## config.mk

```make
export PLATFORM = sky130hd
export DESIGN_NAME = peripheral_arbiter_wb
export DESIGN_NICKNAME = d
export VERILOG_FILES = /design/src/rtl/peripheral_arbiter_wb.sv
export SDC_FILE = /design/constraint.sdc
export NUM_CORES = 1
export LEC_CHECK = 0
export ABC_AREA = 1
export BUFFER_PORTS_ARGS = -buffer_cell sky130_fd_sc_hd__buf_2
export CAP_MARGIN = 20
export CORE_AREA = 8 8 177 179
export CTS_CLUSTER_DIAMETER = 40
export DETAILED_ROUTE_END_ITERATION = 6
export DIE_AREA = 0 0 185 187
export PLACE_DENSITY = 0.49
export SKIP_CTS_REPAIR_TIMING = 1
export SYNTH_ARGS = -nofsm -noshare
export SYNTH_HDL_FRONTEND = slang
export SYNTH_SLANG_ARGS = --single-unit
```

## constraint.sdc

```tcl
create_clock -name wb_clk_i -period 1.5 [get_ports wb_clk_i]
set_input_delay 0.075 -clock wb_clk_i [delete_from_list [all_inputs] [get_ports wb_clk_i]]
set_output_delay 0.075 -clock wb_clk_i [all_outputs]
set_load 0.02 [all_outputs]
```

## src/rtl/peripheral_arbiter_wb.sv

```systemverilog
// ============================================================================
// peripheral_arbiter_wb
// ----------------------------------------------------------------------------
// Round-robin Wishbone B3 arbiter. It shares one slave port among
// NUM_MASTERS masters. The owner keeps the grant for its whole cyc cycle,
// whether classic or CTI burst. The arbiter never inspects cti and never
// preempts an owner. A bus watchdog aborts an owner whose strobe waits too
// long for a termination; the owner then receives err.
//
// Parameters
//   AW          address width
//   DW          data width (byte-select width DW/8)
//   NUM_MASTERS number of requesters (>= 2)
//   TIMEOUT     max stb cycles without ack/err/rty before abort, 0 = off
//
// Ports
//   wb_clk_i, wb_rst_ni          clock (rising edge), async active-low reset
//   m_adr_i/m_dat_i/m_sel_i      packed per-master address/data/select,
//                                master k at [k*W +: W]
//   m_we_i/m_cyc_i/m_stb_i       per-master we/cyc/stb
//   m_cti_i/m_bte_i              per-master cycle type / burst type
//   m_dat_o                      slave read data broadcast to every master
//   m_ack_o/m_err_o/m_rty_o      per-master terminations (owner only)
//   s_*_o                        slave-side request signals (owner's, muxed)
//   s_dat_i, s_ack_i/err_i/rty_i slave read data and terminations
//   grant_o                      registered one-hot owner, 0 when idle
//   timeout_o                    one-cycle pulse when the watchdog aborts
// ============================================================================
module peripheral_arbiter_wb #(
   parameter int AW          = 32,
   parameter int DW          = 32,
   parameter int NUM_MASTERS = 4,
   parameter int TIMEOUT     = 255
) (
   input  logic                        wb_clk_i,
   input  logic                        wb_rst_ni,
   // master side
   input  logic [NUM_MASTERS*AW-1:0]   m_adr_i,
   input  logic [NUM_MASTERS*DW-1:0]   m_dat_i,
   input  logic [NUM_MASTERS*DW/8-1:0] m_sel_i,
   input  logic [NUM_MASTERS-1:0]      m_we_i,
   input  logic [NUM_MASTERS-1:0]      m_cyc_i,
   input  logic [NUM_MASTERS-1:0]      m_stb_i,
   input  logic [NUM_MASTERS*3-1:0]    m_cti_i,
   input  logic [NUM_MASTERS*2-1:0]    m_bte_i,
   output logic [DW-1:0]               m_dat_o,
   output logic [NUM_MASTERS-1:0]      m_ack_o,
   output logic [NUM_MASTERS-1:0]      m_err_o,
   output logic [NUM_MASTERS-1:0]      m_rty_o,
   // slave side
   output logic [AW-1:0]               s_adr_o,
   output logic [DW-1:0]               s_dat_o,
   output logic [DW/8-1:0]             s_sel_o,
   output logic                        s_we_o,
   output logic                        s_cyc_o,
   output logic                        s_stb_o,
   output logic [2:0]                  s_cti_o,
   output logic [1:0]                  s_bte_o,
   input  logic [DW-1:0]               s_dat_i,
   input  logic                        s_ack_i,
   input  logic                        s_err_i,
   input  logic                        s_rty_i,
   // status
   output logic [NUM_MASTERS-1:0]      grant_o,
   output logic                        timeout_o
);

   localparam int N         = NUM_MASTERS;
   localparam int SW        = DW / 8;
   localparam int PW        = (N > 1) ? $clog2(N) : 1;
   localparam int CW        = (TIMEOUT > 0) ? $clog2(TIMEOUT + 1) : 1;
   localparam int WD_LAST_I = (TIMEOUT > 0) ? TIMEOUT - 1 : 0;
   localparam logic [CW-1:0] WD_LAST = CW'(WD_LAST_I);

   typedef enum logic [1:0] {
      ST_IDLE  = 2'd0,
      ST_GRANT = 2'd1,
      ST_ABORT = 2'd2
   } state_t;

   state_t        state_q, state_d;
   logic [N-1:0]  grant_q, grant_d;
   logic [PW-1:0] owner_q, owner_d;   // index of the granted master
   logic [PW-1:0] last_q, last_d;     // previous owner, round-robin origin
   logic [CW-1:0] wd_q, wd_d;
   logic          err_pend_q, err_pend_d;

   logic [PW-1:0] pick;
   logic          pick_vld;
   logic          in_grant;
   logic          cyc_g;
   logic          stb_g;
   logic          term_any;

   // ------------------------------------------------------------------
   // Round-robin pick: first requester after the previous owner, wrapping.
   // Only cyc is considered; a master with cyc but no stb still wins.
   // ------------------------------------------------------------------
   always_comb begin
      int            idx;
      logic [PW-1:0] idx_b;
      pick     = '0;
      pick_vld = 1'b0;
      idx      = 0;
      idx_b    = '0;
      for (int i = 1; i <= N; i++) begin
         idx   = (int'(last_q) + i) % N;
         idx_b = PW'(idx);
         if (!pick_vld && m_cyc_i[idx_b]) begin
            pick_vld = 1'b1;
            pick     = idx_b;
         end
      end
   end

   assign in_grant = (state_q == ST_GRANT);
   assign cyc_g    = m_cyc_i[owner_q];
   assign stb_g    = m_stb_i[owner_q] & cyc_g;
   assign term_any = s_ack_i | s_err_i | s_rty_i;

   // ------------------------------------------------------------------
   // Slave-side mux. Everything is forced to 0 outside GRANT, so reset
   // (which clears the state asynchronously) drops cyc/stb at once and an
   // aborted owner no longer reaches the slave.
   // ------------------------------------------------------------------
   always_comb begin
      s_adr_o = '0;
      s_dat_o = '0;
      s_sel_o = '0;
      s_we_o  = 1'b0;
      s_cyc_o = 1'b0;
      s_stb_o = 1'b0;
      s_cti_o = '0;
      s_bte_o = '0;
      if (in_grant) begin
         s_adr_o = m_adr_i[int'(owner_q)*AW +: AW];
         s_dat_o = m_dat_i[int'(owner_q)*DW +: DW];
         s_sel_o = m_sel_i[int'(owner_q)*SW +: SW];
         s_we_o  = m_we_i[owner_q];
         s_cyc_o = cyc_g;
         s_stb_o = stb_g;
         s_cti_o = m_cti_i[int'(owner_q)*3 +: 3];
         s_bte_o = m_bte_i[int'(owner_q)*2 +: 2];
      end
   end

   // Terminations reach only the owner. A late ack during ABORT is dropped
   // because routing happens in GRANT only; the abort err comes from the
   // registered pending flag.
   assign m_dat_o   = s_dat_i;
   assign m_ack_o   = (in_grant && s_ack_i) ? grant_q : '0;
   assign m_rty_o   = (in_grant && s_rty_i) ? grant_q : '0;
   assign m_err_o   = ((in_grant && s_err_i) ? grant_q : '0) |
                      (err_pend_q ? grant_q : '0);
   assign timeout_o = err_pend_q;
   assign grant_o   = grant_q;

   // ------------------------------------------------------------------
   // Next-state logic
   // ------------------------------------------------------------------
   always_comb begin
      state_d    = state_q;
      grant_d    = grant_q;
      owner_d    = owner_q;
      last_d     = last_q;
      wd_d       = wd_q;
      err_pend_d = 1'b0;
      case (state_q)
         ST_IDLE: begin
            wd_d = '0;
            if (pick_vld) begin
               state_d        = ST_GRANT;
               owner_d        = pick;
               grant_d        = '0;
               grant_d[pick]  = 1'b1;
            end
         end
         ST_GRANT: begin
            if (!cyc_g) begin
               // Release, even with a strobe still pending.
               state_d = ST_IDLE;
               grant_d = '0;
               last_d  = owner_q;
               wd_d    = '0;
            end else if (!stb_g || term_any) begin
               // A termination on the expiry cycle wins over the abort.
               wd_d = '0;
            end else if ((TIMEOUT != 0) && (wd_q == WD_LAST)) begin
               state_d    = ST_ABORT;
               err_pend_d = 1'b1;
               wd_d       = '0;
            end else if (TIMEOUT != 0) begin
               wd_d = wd_q + CW'(1);
            end
         end
         ST_ABORT: begin
            wd_d = '0;
            if (!cyc_g) begin
               state_d = ST_IDLE;
               grant_d = '0;
               last_d  = owner_q;
            end
         end
         default: begin
            state_d = ST_IDLE;
            grant_d = '0;
         end
      endcase
   end

   // ------------------------------------------------------------------
   // State registers. last_q resets to N-1 so master 0 wins first.
   // ------------------------------------------------------------------
   always_ff @(posedge wb_clk_i or negedge wb_rst_ni) begin
      if (!wb_rst_ni) begin
         state_q    <= ST_IDLE;
         grant_q    <= '0;
         owner_q    <= '0;
         last_q     <= PW'(N - 1);
         wd_q       <= '0;
         err_pend_q <= 1'b0;
      end else begin
         state_q    <= state_d;
         grant_q    <= grant_d;
         owner_q    <= owner_d;
         last_q     <= last_d;
         wd_q       <= wd_d;
         err_pend_q <= err_pend_d;
      end
   end

endmodule
```

After elaboration in Yosys (flattened, before gate mapping)
Index checks and enable logic that the tools add are counted.
{"block": "totals", "out_inout_bits": 125, "register_bits": 19}
{"block": "classes", "mul": 1, "n_shift": 5, "magnitude_cmp": 7, "n_bitwise": 5, "n_reduce_logical": 20, "addsub": 5, "n_mux": 53, "n_eq_ne": 8}
{"operator": "variable part select 128 x 8 -> 32 bit", "count": 2}
{"operator": "2-to-1 mux 32 bit", "count": 2}
{"operator": "2-to-1 mux 4 bit", "count": 7}
{"operator": "2-to-1 mux 8 bit", "count": 3}
{"operator": "2-to-1 mux 2 bit", "count": 10}
{"operator": "2-to-1 mux 1 bit", "count": 19}
{"operator": "< comparator 2 x 3 -> 1 bit (second input constant)", "count": 6}
{"operator": "case mux 8 bit (2 select lines)", "count": 1}
{"operator": "variable part select 16 x 5 -> 4 bit", "count": 1}
{"operator": "binary-select mux 1 bit (select 2 bit)", "count": 7}
{"operator": "variable part select 12 x 5 -> 3 bit", "count": 1}
{"operator": "adder 8 x 1 -> 8 bit (second input constant)", "count": 1}
{"operator": "equality test 8 bit (second input constant)", "count": 1}
{"operator": "case mux 4 bit (2 select lines)", "count": 1}
{"operator": "variable part select 8 x 4 -> 2 bit", "count": 1}
{"operator": "logical AND 1 bit", "count": 7}
{"operator": "inequality test 2 bit (second input constant)", "count": 3}
{"operator": "case mux 2 bit (3 select lines)", "count": 1}
{"operator": "AND reduction 2 bit", "count": 3}
{"operator": "adder 2 x 1 -> 2 bit (second input constant)", "count": 2}
{"operator": "adder 2 bit (second input constant)", "count": 2}
{"operator": "zero test 1 bit", "count": 4}
{"operator": "multiplier 2 x 2 -> 4 bit (second input constant)", "count": 1}
{"operator": "bitwise OR 4 bit", "count": 1}
{"operator": "15 further kinds", "count": 17}

Depth between registers and ports, before layout
Gate-level depths: netlist of run 1.
{"block": "depth", "depth_word": 19, "ltp_mapped": 13, "ltp_nobuf": 12}

Worst setup path before layout of run 1
OpenSTA, ideal clock, no wires.
{"block": "synth_path", "kind": "reg2out", "start": "register owner_q[0]", "end": "output port s_stb_o", "path_slack_ps": -132, "n_path_buf": 2, "t_arrival_ps": 1557, "path_stages_with_launch": 10, "cell_sequence": "dfrtp_1 buf_6 inv_2 buf_6 nand2_1 nand3_2 nand2_4 nor2_2 inv_1 a21oi_1"}
{"block": "synth_via", "elab_chain_cells": 4, "word_cells_on_any_way": 6}
{"item": "start, declared", "line": "83", "rtl": "logic [PW-1:0] owner_q, owner_d;"}
{"item": "start signal, assigned", "line": "225", "rtl": "owner_q <= owner_d;"}
{"item": "binary-select mux 1 bit (select 2 bit), on equally long branches", "line": "118, 117"}
{"item": "2-to-1 mux 1 bit, on equally long branches", "line": "118, 117"}
{"item": "bitwise AND 1 bit *", "line": "118", "rtl": "assign stb_g = m_stb_i[owner_q] & cyc_g;"}
{"item": "2-to-1 mux 1 bit *", "line": "135", "rtl": "if (in_grant) begin"}
{"item": "end, declared", "line": "56", "rtl": "output logic s_stb_o,"}
Every way passes the cells marked *; elsewhere a longest branch is shown, timed or not. The select of a mux whose other input is x is not followed.

Worst setup path after layout of run 1
{"block": "layout_path", "start": "register owner_q[0]", "end": "output port s_bte_o[0]"}
{"block": "layout_via", "elab_chain_cells": 2}
{"item": "variable part select 8 x 4 -> 2 bit", "line": "143", "rtl": "s_bte_o = m_bte_i[int'(owner_q)*2 +: 2];"}
{"item": "2-to-1 mux 2 bit", "line": "135"}
{"item": "end, declared", "line": "58", "rtl": "output logic [1:0] s_bte_o,"}
No other way between the ends.

==> results by stage, run 1 <==
Run status:
- The flow ran to the end, but the final reports show violations.
- The checks that failed: setup timing.

Detailed routing:
- Summed over all nets, wire length on met2 after detailed routing comes to between 10000 and 15000 um.
- In this run, the number of DRC markers left after iteration 0 of detailed routing was between 400 and 500.
- After detailed routing, the total wire length is between 20000 and 30000 um.
- The residual DRC count is 0.
- The number of nets with antenna violations after detailed routing is 0.
- After detailed routing, the number of vias per cell comes to 4.34.
- In the final routed layout, each cell accounts on average for roughly 17 um.
- The number of iterations in the first detailed-routing pass is 5.
- The uppermost signal routing layer after detailed routing is met5.
- The detailed router put a total of 11100 um of wire on met1.
- The total via count in the routed design is approximately 7000.
- Detailed routing placed a total of between 2000 and 2500 um of wire on met3.

Placement:
- The detailed-placement wirelength estimate is 20400 um.
- The final weighted congestion of routability-driven global placement is ~0.86.
- Buffers placed on the I/O ports in this run total ~400.
- Counting tap cells, the placed design contains a total of roughly 1600 instances.

Clocking:
- The clock tree from TritonCTS is built.
- Clock tree synthesis found a total of 19 sinks.
- The number of buffers created by CTS is 3.
- In this run the clock root is driven by a sky130_fd_sc_hd__clkbuf_16.
- No sink is reached through more buffers than the 2 on the longest clock path.
- The clock transition at the registers of the reported paths is 0.05 ns.
- The clock latency on the worst-skew pair is around 0.26 ns.
- The deepest level of the CTS H-tree is 1.

Pwr:
- The worst-case IR drop observed on VDD is 0.710 mV.
- Dividing total power by cell area gives a power density of around 2000 nW/um^2.
- Internal power comes to around 7.7 mW.
- The analysis attributes to cell leakage a power of about 4 nW.
- Combinational logic burns 91.9% of the power.
- The sequential fraction of design power is approximately 4.7%.
- In this run switching power makes up about 54% of total power.
- The clock share of power is roughly 3.4%.
- For this design the total switching power over the nets is just over 9 mW.
- The completed layout was analyzed and its total power is about 17 mW.

Timing:
- Of the available clock period, the critical path in the final layout requires 123%.
- The slew of the pin with the lowest slew margin is slightly below 0.5 ns.
- In the post-route analysis, the smallest setup slack over all paths is -0.345 ns.
- The headroom to the max-slew limit is just under 70%.
- The total count of max-transition violations in the final report is 0.
- The maximum clock skew at final layout is just under 0.006 ns.
- Setup violations remaining at the end of the flow were counted as roughly 110.
- The maximum achievable frequency is roughly 0.54 GHz.
- The number of hold violations in the final report is 0.
- The post-layout minimum cycle time is between 1.5 and 2 ns.
- Setup repair after global routing could not meet its margin everywhere.
- Summed over all failing endpoints, the final setup total negative slack is -24.99 ns.

Critical path:
- The arrival time at the worst endpoint is approximately 1.8 ns.
- The kind of start point of the critical path is a flop.
- The required time reported for the critical path endpoint is 1.42 ns.
- The type of destination of the critical path is a primary output.
- The setup path with the least slack is of type reg -> out.
- The largest driver fanout on the critical path is 16.
- The setup slack on the worst flop-to-flop path is -0.28 ns.

Synth:
- Ranked by total cell area, the synthesized netlist is headed by sky130_fd_sc_hd__nor2_1, sky130_fd_sc_hd__o21ai_0, sky130_fd_sc_hd__dfrtp_1.
- In this run the biggest area consumer among cell types represents between 20 and 30% of the synthesized area.
- The number of distinct library cells after synthesis is 33.
- In this run the mean area of a mapped cell was between 5 and 6 um^2.
- Sequential elements use between 10% and 20% of the synthesized area.
- sky130_fd_sc_hd__nor2_1 takes more of the synthesized area than any other cell.
- The net count of the mapped netlist is around 1200.
- The synthesized netlist occupies a cell area of 4150 um^2.
- Synthesis inferred 19 register bits.
- The Yosys step of the flow raised 0 warnings.
- The cell count after synthesis came out at roughly 820.

Layout:
- The end-of-flow core utilization is slightly below 30%.
- The number of fill cells in the layout is ~3200.
- The finished layout holds roughly 1600 standard cells, fillers aside.
- From synthesis to final layout, the design area changed by 102%.
- The share of final-layout standard cells stronger than drive strength 1 is between 50% and 60%.
- For this run, the post-layout net count is around 1600.

Floorplanning:
- The floorplan die width is approximately 190 um.
- The floorplan step defined a die boundary enclosing between 30000 and 40000 um^2.
- In this run the vertical extent of the chip is around 190 um.
- The floorplan step defined a core boundary enclosing approximately 28000 um^2.
- roughly 470 I/O pins were placed.
- The site row count is between 60 and 70.
- The initial utilization of the core area, before any placement, comes to 14.6%.

Global routing:
- The first global-routing pass estimated about 37000 um of wire.
- The via count of the first global-routing pass is 6801.
- Global routing used between 10% and 20% of the available tracks across all layers.
- The initial antenna violation count is 5.
- Entering global routing, the biggest net connects 72 pins.
- Summed over all layers, the global routing overflow is 0.

Min path:
- In this run the worst hold path is classified as in -> out.

Run:
- Across the run, the number of max-cap violations was 0.
-- layout make-up --
class | count | area (um^2) | share of cell area (%)
Multi-Input combinational cell | 673 | 3660 | 43.6
Antenna cell | 2 | 5.00 | 0.0596
Sequential cell | 19 | 485 | 5.78
Inverter | 32 | 161 | 1.92
Timing Repair Buffer | 497 | 3530 | 42.0
Clock inverter | 1 | 5.00 | 0.0596
Tap cell | 384 | 480 | 5.72
Clock buffer | 3 | 75.1 | 0.893
-- metal layers --
layer  GRT usage [%]  vias up
met3            2.62       38
met2            23.9      318
li1                -     3446
met4            2.49        2
met1            16.1     3187
met5               0        -
-- registers in the layout, indices dropped and copies added (netlist names) --
| register | flops |
|---|---|
| owner_q | 2 |
| wd_q | 8 |
| state_q | 2 |
| grant_o | 4 |
| timeout_o | 1 |
| last_q | 2 |
-- cells in the mapped netlist, drive strengths merged --
cell type    n
nand3       18
o22ai        1
inv         32
nor3         5
dfrtp       17
nand2       68
a22oi        1
nor2       325
dfstp        2
a21oi       77
o211ai       2
a31oi        1
nand4        5
xnor2        3
clkbuf      28
xor2         2
buf         64
ha           6
o21ai      159
-- layout by cell type (no fill, tap or decap), drive strengths merged, types with 2 or more instances in the layout --
master,Yosys,layout
xnor2,3,3
diode,0,2
nand4,5,5
nand3,18,18
clkinv,0,2
clkbuf,28,17
xor2,2,2
nor2,325,325
nor3,5,5
dfstp,2,2
o211ai,2,2
a21oi,77,77
ha,6,6
buf,64,482
o21ai,159,159
inv,32,31
nand2,68,68
dfrtp,17,17
-- final timing paths --
path	to	from	cells after the start
worst max-delay path	s_bte_o[0]	owner_q[0]	8
worst min-delay path	m_dat_o[13]	s_dat_i[13]	0
worst max register to register	state_q[0]	owner_q[0]	11
worst min register to register	grant_o[0]	grant_o[0]	2
max in group asynchronous	owner_q[1]	wb_rst_ni	2
min in group asynchronous	wd_q[5]	wb_rst_ni	2
-- logic make-up after synthesis --
kind of cell / after synthesis / share of synthesized area (%)
AO/OA/AOI/OAI: 241 / 29.6
XOR/XNOR: 5 / 1.05
adder cells (fa/ha/maj): 6 / 1.81
buffers and inverters: 124 / 15.5
flip-flops: 19 / 11.5
AND/OR/NAND/NOR: 421 / 40.6
-- through the flow --
| stage | area (um^2) | hold slack, ns | setup WS, ns |
|---|---|---|---|
| final | 8400 | 0.150 | -0.345 |
| after global routing | 8400 | 0.150 | -0.394 |
| after CTS | 7020 | -0.207 | -0.391 |
| after detailed placement | 6940 | 0.0642 | -0.217 |
| after global placement | 6940 | 0.0666 | -0.161 |
| after floorplan | 4290 | -0.221 | -0.0552 |
-- worst max-delay path, cell delays in order (launching register included) --
cell	delay, ns
sky130_fd_sc_hd__dfrtp_4	0.52
sky130_fd_sc_hd__buf_12	0.16
sky130_fd_sc_hd__buf_12	0.14
sky130_fd_sc_hd__buf_12	0.15
sky130_fd_sc_hd__nor2_2	0.09
sky130_fd_sc_hd__nor2_1	0.05
sky130_fd_sc_hd__o21ai_1	0.14
sky130_fd_sc_hd__a21oi_1	0.10
sky130_fd_sc_hd__buf_4	0.16
-- power groups by stage --
stage          clock (mW)  sequential, mW  combinational [mW]
5_1_grt             0.604           0.811                16.7
3_3_place_gp            0           0.804                11.5
3_5_place_dp            0           0.803                11.5
4_1_cts             0.579           0.796                11.6
6_report            0.562           0.795                15.4
2_1_floorplan           0           0.736                7.34
Note: power is estimated with default switching activity, not from simulation.
==> run 2: changes to the inputs <==
--- a/config.mk
+++ b/config.mk
@@ -8,12 +8,13 @@
 export ABC_AREA = 1
 export BUFFER_PORTS_ARGS = -buffer_cell sky130_fd_sc_hd__buf_2
 export CAP_MARGIN = 20
-export CORE_AREA = 8 8 177 179
+export CORE_AREA = 2 2 181 183
 export CTS_CLUSTER_DIAMETER = 40
 export DETAILED_ROUTE_END_ITERATION = 6
-export DIE_AREA = 0 0 185 187
-export PLACE_DENSITY = 0.49
+export DIE_AREA = 0 0 183 185
+export PLACE_DENSITY = 0.45
 export SKIP_CTS_REPAIR_TIMING = 1
+export SKIP_LAST_GASP = 1
 export SYNTH_ARGS = -nofsm -noshare
 export SYNTH_HDL_FRONTEND = slang
 export SYNTH_SLANG_ARGS = --single-unit
==> constraint.sdc (replaced) <==
create_clock -name wb_clk_i -period 1.5 [get_ports wb_clk_i]
set_input_delay 0.15 -clock wb_clk_i [delete_from_list [all_inputs] [get_ports wb_clk_i]]
set_output_delay 0.15 -clock wb_clk_i [all_outputs]
set_load 0.02 [all_outputs]
==> run 2 against run 1 <==
  * Routed wire length fell by 9.0%
  * Sequential share of layout area rose by 0.33 points
  * Clock power barely moved
  * The run still ends with setup timing left
  * Die area fell by 2.1%
  * Setup slack got worse by 0.074 ns
  * Clock skew fell by 0.0030 ns
  * Combinational power fell by 8%
  * Total power fell by 7.6%
==> results by stage, run 2 (synthesis gave the netlist of run 1 again) <==
Critical path:
- The type of destination of the critical path is a primary output.
- The arrival time at the worst endpoint is 1.77 ns (about the same).
- Walking the worst path, the cells encountered are buf_12 -> buf_12 -> nor2_1 -> nor2_1 -> o21ai_0 -> a21oi_2 -> buf_6.
- The largest individual stage delay along the critical path comes from the cell sky130_fd_sc_hd__dfrtp_4.
- The critical path's top delay family is flip-flops.
- The buffer and inverter count on the worst path is 3 (-1).
- The type of the setup path with the least slack is reg -> out.
- The maximum single-stage delay on the critical path is 0.53 ns (about the same).
- The setup slack on the worst flop-to-flop path is -0.25 ns (+0.03 ns).
- The largest driver fanout on the critical path is 10 (-6).
- The worst setup path is launched from a flop.
- The required time reported for the critical path endpoint is 1.35 ns (-0.07 ns).

Floorplanning:
- The die outline area is 33900 um^2 (-2.1%).
- The site row count is 66 (+6.5%).
- The count of pins on the block boundary was 466 (unchanged).
- The core area came to 32000 um^2 (+13%).
- The floorplan die width came to 183 um (-1.1%).
- The floorplan die height is 185 um (-1.1%).
- The initial core utilization is 13.0% (-1.7 points).

Layout:
- The register with the highest flop count is wd_q.
- The net total in the final layout is 1563 (-0.64%).
- The share of final-layout standard cells stronger than drive strength 1 was 54.0% (-1.4 points).
- The end-of-flow core utilization is 24.9% (-4.7 points).
- The library cells used most frequently in the layout, excluding fill and tap cells, are sky130_fd_sc_hd__buf_2, sky130_fd_sc_hd__nor2_1, sky130_fd_sc_hd__o21ai_0, sky130_fd_sc_hd__buf_4, sky130_fd_sc_hd__a21oi_2.
- The count of inserted antenna diode cells is 0 (-2).
- The most common cell after layout, fill and taps aside is sky130_fd_sc_hd__buf_2.
- Compared with the post-synthesis result, the final layout area differs by 92.0%.
- The non-filler instance count after layout is 1623 (+0.74%).
- The number of fill cells in the layout is 3656 (+13%).
- The number of flip-flops in the largest register is 8 (unchanged).

Placement:
- The final weighted congestion of routability-driven global placement came to 0.888 (+3.2%).
- The cell count after placement is 1611 (+2.5%).
- The detailed-placement wirelength estimate is 20400 um (-0.29%).
- The quantity of I/O buffers inserted on ports is 401 (unchanged).

Timing:
- The post-layout minimum cycle time is 1.92 ns (+0.0742 ns).
- The slew of the pin with the lowest slew margin came to 0.508 ns (+0.0270 ns).
- The headroom to the max-slew limit came to 65.8% (-1.9 points).
- The ratio of final minimum period to clock period was 128% (+4.9 points).
- The total count of max-transition violations in the final report is 0 (unchanged).
- Setup repair after global routing could not meet its margin everywhere.
- The number of failing setup endpoints in the final timing report was 100 (-4.8%).
- The final worst setup slack was -0.419 ns (-0.0742 ns).
- The maximum achievable frequency came to 0.521 GHz (-3.9%).
- The number of hold violations in the final report came to 0 (unchanged).
- The maximum clock skew at final layout is 0.00278 ns (-0.00300 ns).
- The final sum of negative setup slack was -27.32 ns (-2.34 ns).
- The final hold slack is 0.300 ns (+0.150 ns).

Detailed routing:
- The routed length per placed instance is 15.5 um (-9.7%).
- The per-cell via count in the routed design was 4.16 (-4.2%).
- The residual DRC count is 0 (unchanged).
- The total via count in the routed design came to 6750 (-3.4%).
- The number of iterations in the first detailed-routing pass was 5 (unchanged).
- The detailed router's first-iteration violation count is 315 (-27%).
- The number of nets with antenna violations after detailed routing was 0 (unchanged).
- The routed wire length is 25100 um (-9.0%).

Clocking:
- The clock tree from TritonCTS is built.
- The number of buffers created by CTS was 3 (unchanged).
- The number of clock sinks is 19 (unchanged).
- The deepest level of the CTS H-tree is 1 (unchanged).
- The clock transition at the registers of the reported paths is 0.05 ns (about the same).
- The clock latency on the worst-skew pair came to 0.25 ns (about the same).
- The worst-case clock buffer depth is 2 (unchanged).
- The clock root buffer is sky130_fd_sc_hd__clkbuf_16.

Pwr:
- The cell area power density was 1940 nW/um^2 (-2.6%).
- The maximum resistive drop on vdd was 0.660 mV (-7.0%).
- The overall power consumption is 15.5 mW (-7.6%).
- The cell leakage power is 3.87 nW (-4.3%).

Global routing:
- The total routing resource utilization after global routing is 13.2% (-0.065 points).
- The largest net degree at the start of global routing is 42 (-42%).
- The via count of the first global-routing pass came to 6210 (-8.7%).
- The wire length of the first global-routing pass is 35500 um (-5.0%).
- The initial antenna violation count came to 3 (-2).
- The aggregate global routing overflow came to 0 (unchanged).

Run:
- The number of violations of the max-capacitance limit is 0 (unchanged).

Min path:
- The kind of path behind the tightest hold check is in -> out.

Run status:
- The run finished, with violations left.
- The final reports fail on setup timing.
-- run 2: worst register-to-register path, delay by kind of cell, from the launching register on --
family	cells	cell delay, ns
compound gates	1	0.08
buf+inv	1	0.09
flops	1	0.66
simple gates	8	0.83
-- run 2: layout make-up --
class | instances | area (um^2) | area share [%]
multi-input combinational | 673 | 3690 | 46.3
timing repair buffer | 487 | 3060 | 38.4
tap | 408 | 510 | 6.40
sequential | 19 | 487 | 6.10
inverter | 32 | 140 | 1.76
clock buffer | 4 | 78.8 | 0.989
-- run 2: worst paths after layout --
path,cells after the start,start,to
max,7,owner_q[0],s_dat_o[31]
min,0,s_dat_i[13],m_dat_o[13]
max reg2reg,10,last_q[0],state_q[0]
min reg2reg,2,grant_o[3],grant_o[3]
max in group asynchronous,2,wb_rst_ni,owner_q[1]
min in group asynchronous,2,wb_rst_ni,wd_q[0]
-- run 2: stage by stage --
stage / setup slack [ns] / cell area, um^2
after global routing: -0.461 / 7970
after floorplan: -0.0994 / 4480
after detailed placement: -0.219 / 7290
after global placement: -0.163 / 7290
final: -0.419 / 7970
after CTS: -0.428 / 7360
-- run 2: layer usage --
layer	GRT usage [%]	share of wire, %	wire (um)
met1	17.9	44	11000
met2	22.4	49	12400
met3	2.03	5.7	1430
met4	2.40	1.2	297
met5	0	0.052	13
-- run 2: where the power goes --
| part | internal (mW) | switching, mW | total (mW) |
|---|---|---|---|
| logic | 5.57 | 8.53 | 14.1 |
| registers | 0.661 | 0.183 | 0.844 |
| clock network | 0.362 | 0.197 | 0.559 |
==> run 3: changes to the inputs <==
--- a/config.mk
+++ b/config.mk
@@ -5,14 +5,13 @@
 export SDC_FILE = /design/constraint.sdc
 export NUM_CORES = 1
 export LEC_CHECK = 0
-export ABC_AREA = 1
 export BUFFER_PORTS_ARGS = -buffer_cell sky130_fd_sc_hd__buf_2
 export CAP_MARGIN = 20
 export CORE_AREA = 2 2 181 183
 export CTS_CLUSTER_DIAMETER = 40
 export DETAILED_ROUTE_END_ITERATION = 6
 export DIE_AREA = 0 0 183 185
-export PLACE_DENSITY = 0.45
+export PLACE_DENSITY = 0.44
 export SKIP_CTS_REPAIR_TIMING = 1
 export SKIP_LAST_GASP = 1
 export SYNTH_ARGS = -nofsm -noshare
==> run 3 against run 2 <==
  * The flow still finishes with violations (setup timing)
  * Cell count is 28% lower
  * Routed wire length down 15%
  * Register-to-register slack got worse by 0.07 ns
  * Total power is 16% lower
  * Sequential power is 2% higher
  * First-iteration DRC count shrank 49%
  * Hold slack hardly changed
  * Global-route usage down 2.3 points
  * Design area down 9.1%
  * Synthesized cell count down 58%
  * Die area did not move
  * Clock power rose by 2%
  * Critical endpoint is now s_adr_o[10]
==> results by stage, run 3 <==
Pwr:
- The sequential fraction of design power is 6.6% (+1.2 points).
- The cell leakage power is 3.53 nW (-8.7%).
- The net switching fraction of the power is 44.7% (-13 points).
- The proportion of power drawn by combinational gates was 89.0% (-2.0 points).
- The maximum resistive drop on vdd was 0.643 mV (-2.6%).
- The clock share of power came to 4.4% (+0.8 points).
- The internal power is 7.18 mW (+9.0%).
- The cell area power density is 1790 nW/um^2 (-7.9%).
- The overall power consumption came to 13.0 mW (-16%).
- The total net switching power came to 5.80 mW (-35%).

Synth:
- The count of flip-flops with a built-in enable after synthesis is 0 (unchanged).
- The fraction of post-synthesis cell area in the top cell type by area came to 45.2% (+16 points).
- The number of distinct library cells after synthesis is 45 (+36%).
- Among all flip-flop cells after synthesis, the most frequent one is sky130_fd_sc_hd__dfrtp_1.
- By area, the combinational part of the netlist is dominated by multiplexers.
- The number of register bits inferred by synthesis is 19 (unchanged).
- The proportion of synthesized flip-flops having asynchronous set or reset was 100% (unchanged).
- By area the synthesized netlist is led by sky130_fd_sc_hd__mux4_2, sky130_fd_sc_hd__and2_1, sky130_fd_sc_hd__dfrtp_1.
- The commonest cells after synthesis are sky130_fd_sc_hd__and2_1, sky130_fd_sc_hd__mux4_2, sky130_fd_sc_hd__buf_4, sky130_fd_sc_hd__dfrtp_1, sky130_fd_sc_hd__nand2_1.
- The largest total area in the synthesized netlist belongs to sky130_fd_sc_hd__mux4_2.
- The complex-gate fraction of the synthesized area is 6.94% (-23 points).
- The post-synthesis instance total is 340 (-58%).
- The average instance area after synthesis was 11.1 um^2 (+120%).
- The count of synthesis-stage warnings from yosys is 0 (unchanged).
- The synthesized-area fraction occupied by xor and xnor cells came to 0% (-1.1 points).
- The portion of netlist area occupied by mux cells was 46.6% (+47 points).
- The portion of the post-synthesis area used by sequential elements is 12.6% (+1.1 points).
- The simple-gate share of the synthesized area is 21.1% (-20 points).
- The net count of the mapped netlist is 687 (-41%).
- The adder-cell area share of the yosys netlist is 1.98% (+0.18 points).
- The post-synthesis cell area was 3790 um^2 (-8.9%).

Layout:
- The count of inserted antenna diode cells is 0 (unchanged).
- The end-of-flow core utilization is 22.6% (-2.3 points).
- In the layout the commonest cells are sky130_fd_sc_hd__buf_2, sky130_fd_sc_hd__mux4_2, sky130_fd_sc_hd__buf_4, sky130_fd_sc_hd__and2_4, sky130_fd_sc_hd__and2_1.
- Relative to the synthesized area, the layout overhead comes to 91.5%.
- The number of flip-flops in the largest register is 8 (unchanged).
- The register with the highest flop count is wd_q.
- The share of final-layout standard cells stronger than drive strength 1 is 84.5% (+31 points).
- The non-filler instance count after layout was 1169 (-28%).
- The net total in the final layout is 1109 (-29%).
- The number of fill cells in the layout is 3514 (-3.9%).
- Leaving out fill and tap cells, the most frequent cell in the layout is sky130_fd_sc_hd__buf_2.

Global routing:
- After global routing, the most crowded layer is met2.
- The met3 routing resource usage after global routing came to 1.87% (-0.16 points).
- The met1 track demand over resource is 15.0% (-2.9 points).
- The initial antenna violation count was 2 (-1).
- The aggregate global routing overflow came to 0 (unchanged).
- The largest net degree at the start of global routing is 47 (+12%).
- The via count of the first global-routing pass was 4525 (-27%).
- The total routing resource utilization after global routing was 10.9% (-2.3 points).
- The wire length of the first global-routing pass is 28100 um (-21%).
- The met2 layer usage reported by global route is 18.3% (-4.0 points).

Floorplanning:
- The site row count came to 66 (unchanged).
- The floorplan die width was 183 um (unchanged).
- The core area is 32000 um^2 (unchanged).
- The floorplan die height was 185 um (unchanged).
- The die outline area was 33900 um^2 (unchanged).
- The count of pins on the block boundary is 466 (unchanged).
- The initial core utilization is 11.8% (-1.1 points).

Placement:
- The post-placement worst setup slack is -0.281 ns (-0.0617 ns).
- The quantity of I/O buffers inserted on ports is 401 (unchanged).
- The final weighted congestion of routability-driven global placement is 0.830 (-6.5%).
- The cell count after placement was 1149 (-29%).
- The detailed-placement wirelength estimate is 17800 um (-13%).

Detailed routing:
- The routed length per placed instance is 18.3 um (+18%).
- The detailed router's first-iteration violation count was 161 (-49%).
- The total via count in the routed design is 4659 (-31%).
- The per-cell via count in the routed design was 3.99 (-4.2%).
- The residual DRC count is 0 (unchanged).
- The routed wire length is 21400 um (-15%).
- The number of iterations in the first detailed-routing pass is 4 (-1).
- The number of nets with antenna violations after detailed routing was 0 (unchanged).

Timing:
- The number of failing setup endpoints in the final timing report was 105 (+5.0%).
- The final sum of negative setup slack came to -41.86 ns (-14.54 ns).
- The maximum clock skew at final layout is 0.00143 ns (-0.00135 ns).
- The headroom to the max-slew limit is 68.0% (+2.2 points).
- The final worst setup slack is -0.523 ns (-0.104 ns).
- The number of hold violations in the final report is 0 (unchanged).
- The ratio of final minimum period to clock period is 135% (+6.9 points).
- The total count of max-transition violations in the final report is 0 (unchanged).
- The post-layout minimum cycle time is 2.02 ns (+0.104 ns).
- The slew of the pin with the lowest slew margin came to 0.480 ns (-0.0280 ns).
- Setup repair after global routing could not meet its margin everywhere.
- The maximum achievable frequency is 0.494 GHz (-5.1%).

Clocking:
- The clock transition at the registers of the reported paths is 0.06 ns (about the same).
- The worst-case clock buffer depth is 2 (unchanged).
- The tree is rooted in a sky130_fd_sc_hd__clkbuf_16.
- The number of buffers created by CTS is 3 (unchanged).
- The clock tree from TritonCTS is built.
- The number of clock sinks came to 19 (unchanged).
- The deepest level of the CTS H-tree is 1 (unchanged).
- The clock latency on the worst-skew pair is 0.26 ns (about the same).

Critical path:
- The kind of start point of the critical path is a flop.
- The critical path in this run is classified as reg -> out.
- The type of destination of the critical path is a primary output.
- The arrival time at the worst endpoint is 1.87 ns (+0.10 ns).
- The required time reported for the critical path endpoint came to 1.35 ns (about the same).
- The largest driver fanout on the critical path is 9 (-1).

Run:
- The number of violations of the max-capacitance limit is 0 (unchanged).

Run status:
- The run finished, with violations left.
- The final reports fail on setup timing.

Min path:
- The path class of the tightest hold or removal check is in -> out.
[run 3: final timing paths]
| check | startpoint | to | slack [ns] | cells past startpoint |
|---|---|---|---|---|
| worst min-delay path | s_dat_i[10] | m_dat_o[10] | 0.30 | 0 |
| max in group asynchronous | wb_rst_ni | owner_q[1] | 0.74 | 2 |
| worst max register to register | owner_q[0] | wd_q[4] | -0.32 | 6 |
| min in group asynchronous | wb_rst_ni | grant_o[2] | 0.39 | 2 |
| worst max-delay path | owner_q[0] | s_adr_o[10] | -0.52 | 5 |
| worst min register to register | wd_q[1] | wd_q[1] | 0.56 | 2 |
[run 3: kinds of logic after synthesis]
logic type,count (synthesis)
AO/OA/AOI/OAI,34
adder cells (fa/ha/maj),6
buffers and inverters,69
flip-flops,19
multiplexers,81
AND/OR/NAND/NOR,131
[run 3: worst max-delay path, stage by stage (launching register included)]
cell and delay [ns]:
sky130_fd_sc_hd__dfrtp_4 0.45, sky130_fd_sc_hd__buf_12 0.15, sky130_fd_sc_hd__buf_12 0.15, sky130_fd_sc_hd__mux4_2 0.52
sky130_fd_sc_hd__and2_4 0.18, sky130_fd_sc_hd__buf_2 0.16
[run 3: through the flow]
| stage | instance area, um^2 | hold WS (ns) |
|---|---|---|
| floorplan | 3980 | -0.146 |
| global placement | 6620 | 0.142 |
| detailed placement | 6620 | 0.139 |
| CTS | 6700 | -0.134 |
| global route | 7250 | 0.300 |
| finish | 7250 | 0.300 |
[run 3: power by group through the flow]
stage | registers, mW | clock network [mW] | logic, mW
floorplan | 0.809 | 0 | 6.86
global placement | 0.880 | 0 | 10.3
detailed placement | 0.878 | 0 | 10.3
CTS | 0.873 | 0.585 | 10.4
global route | 0.888 | 0.614 | 12.3
finish | 0.857 | 0.570 | 11.6
[run 3: final cells by class]
cell class | count | area (um^2) | area share [%]
Multi-Input combinational cell | 252 | 3160 | 43.6
Inverter | 9 | 33.8 | 0.466
Sequential cell | 19 | 485 | 6.70
Clock buffer | 4 | 78.8 | 1.09
Timing Repair Buffer | 477 | 2980 | 41.1
Tap cell | 408 | 510 | 7.04
[run 3: layer usage]
layer / wire [um] / vias up
li1: - / 2130
met1: 9460 / 2311
met2: 10400 / 210
met3: 1360 / 8
met4: 146 / 0
met5: 0 / -
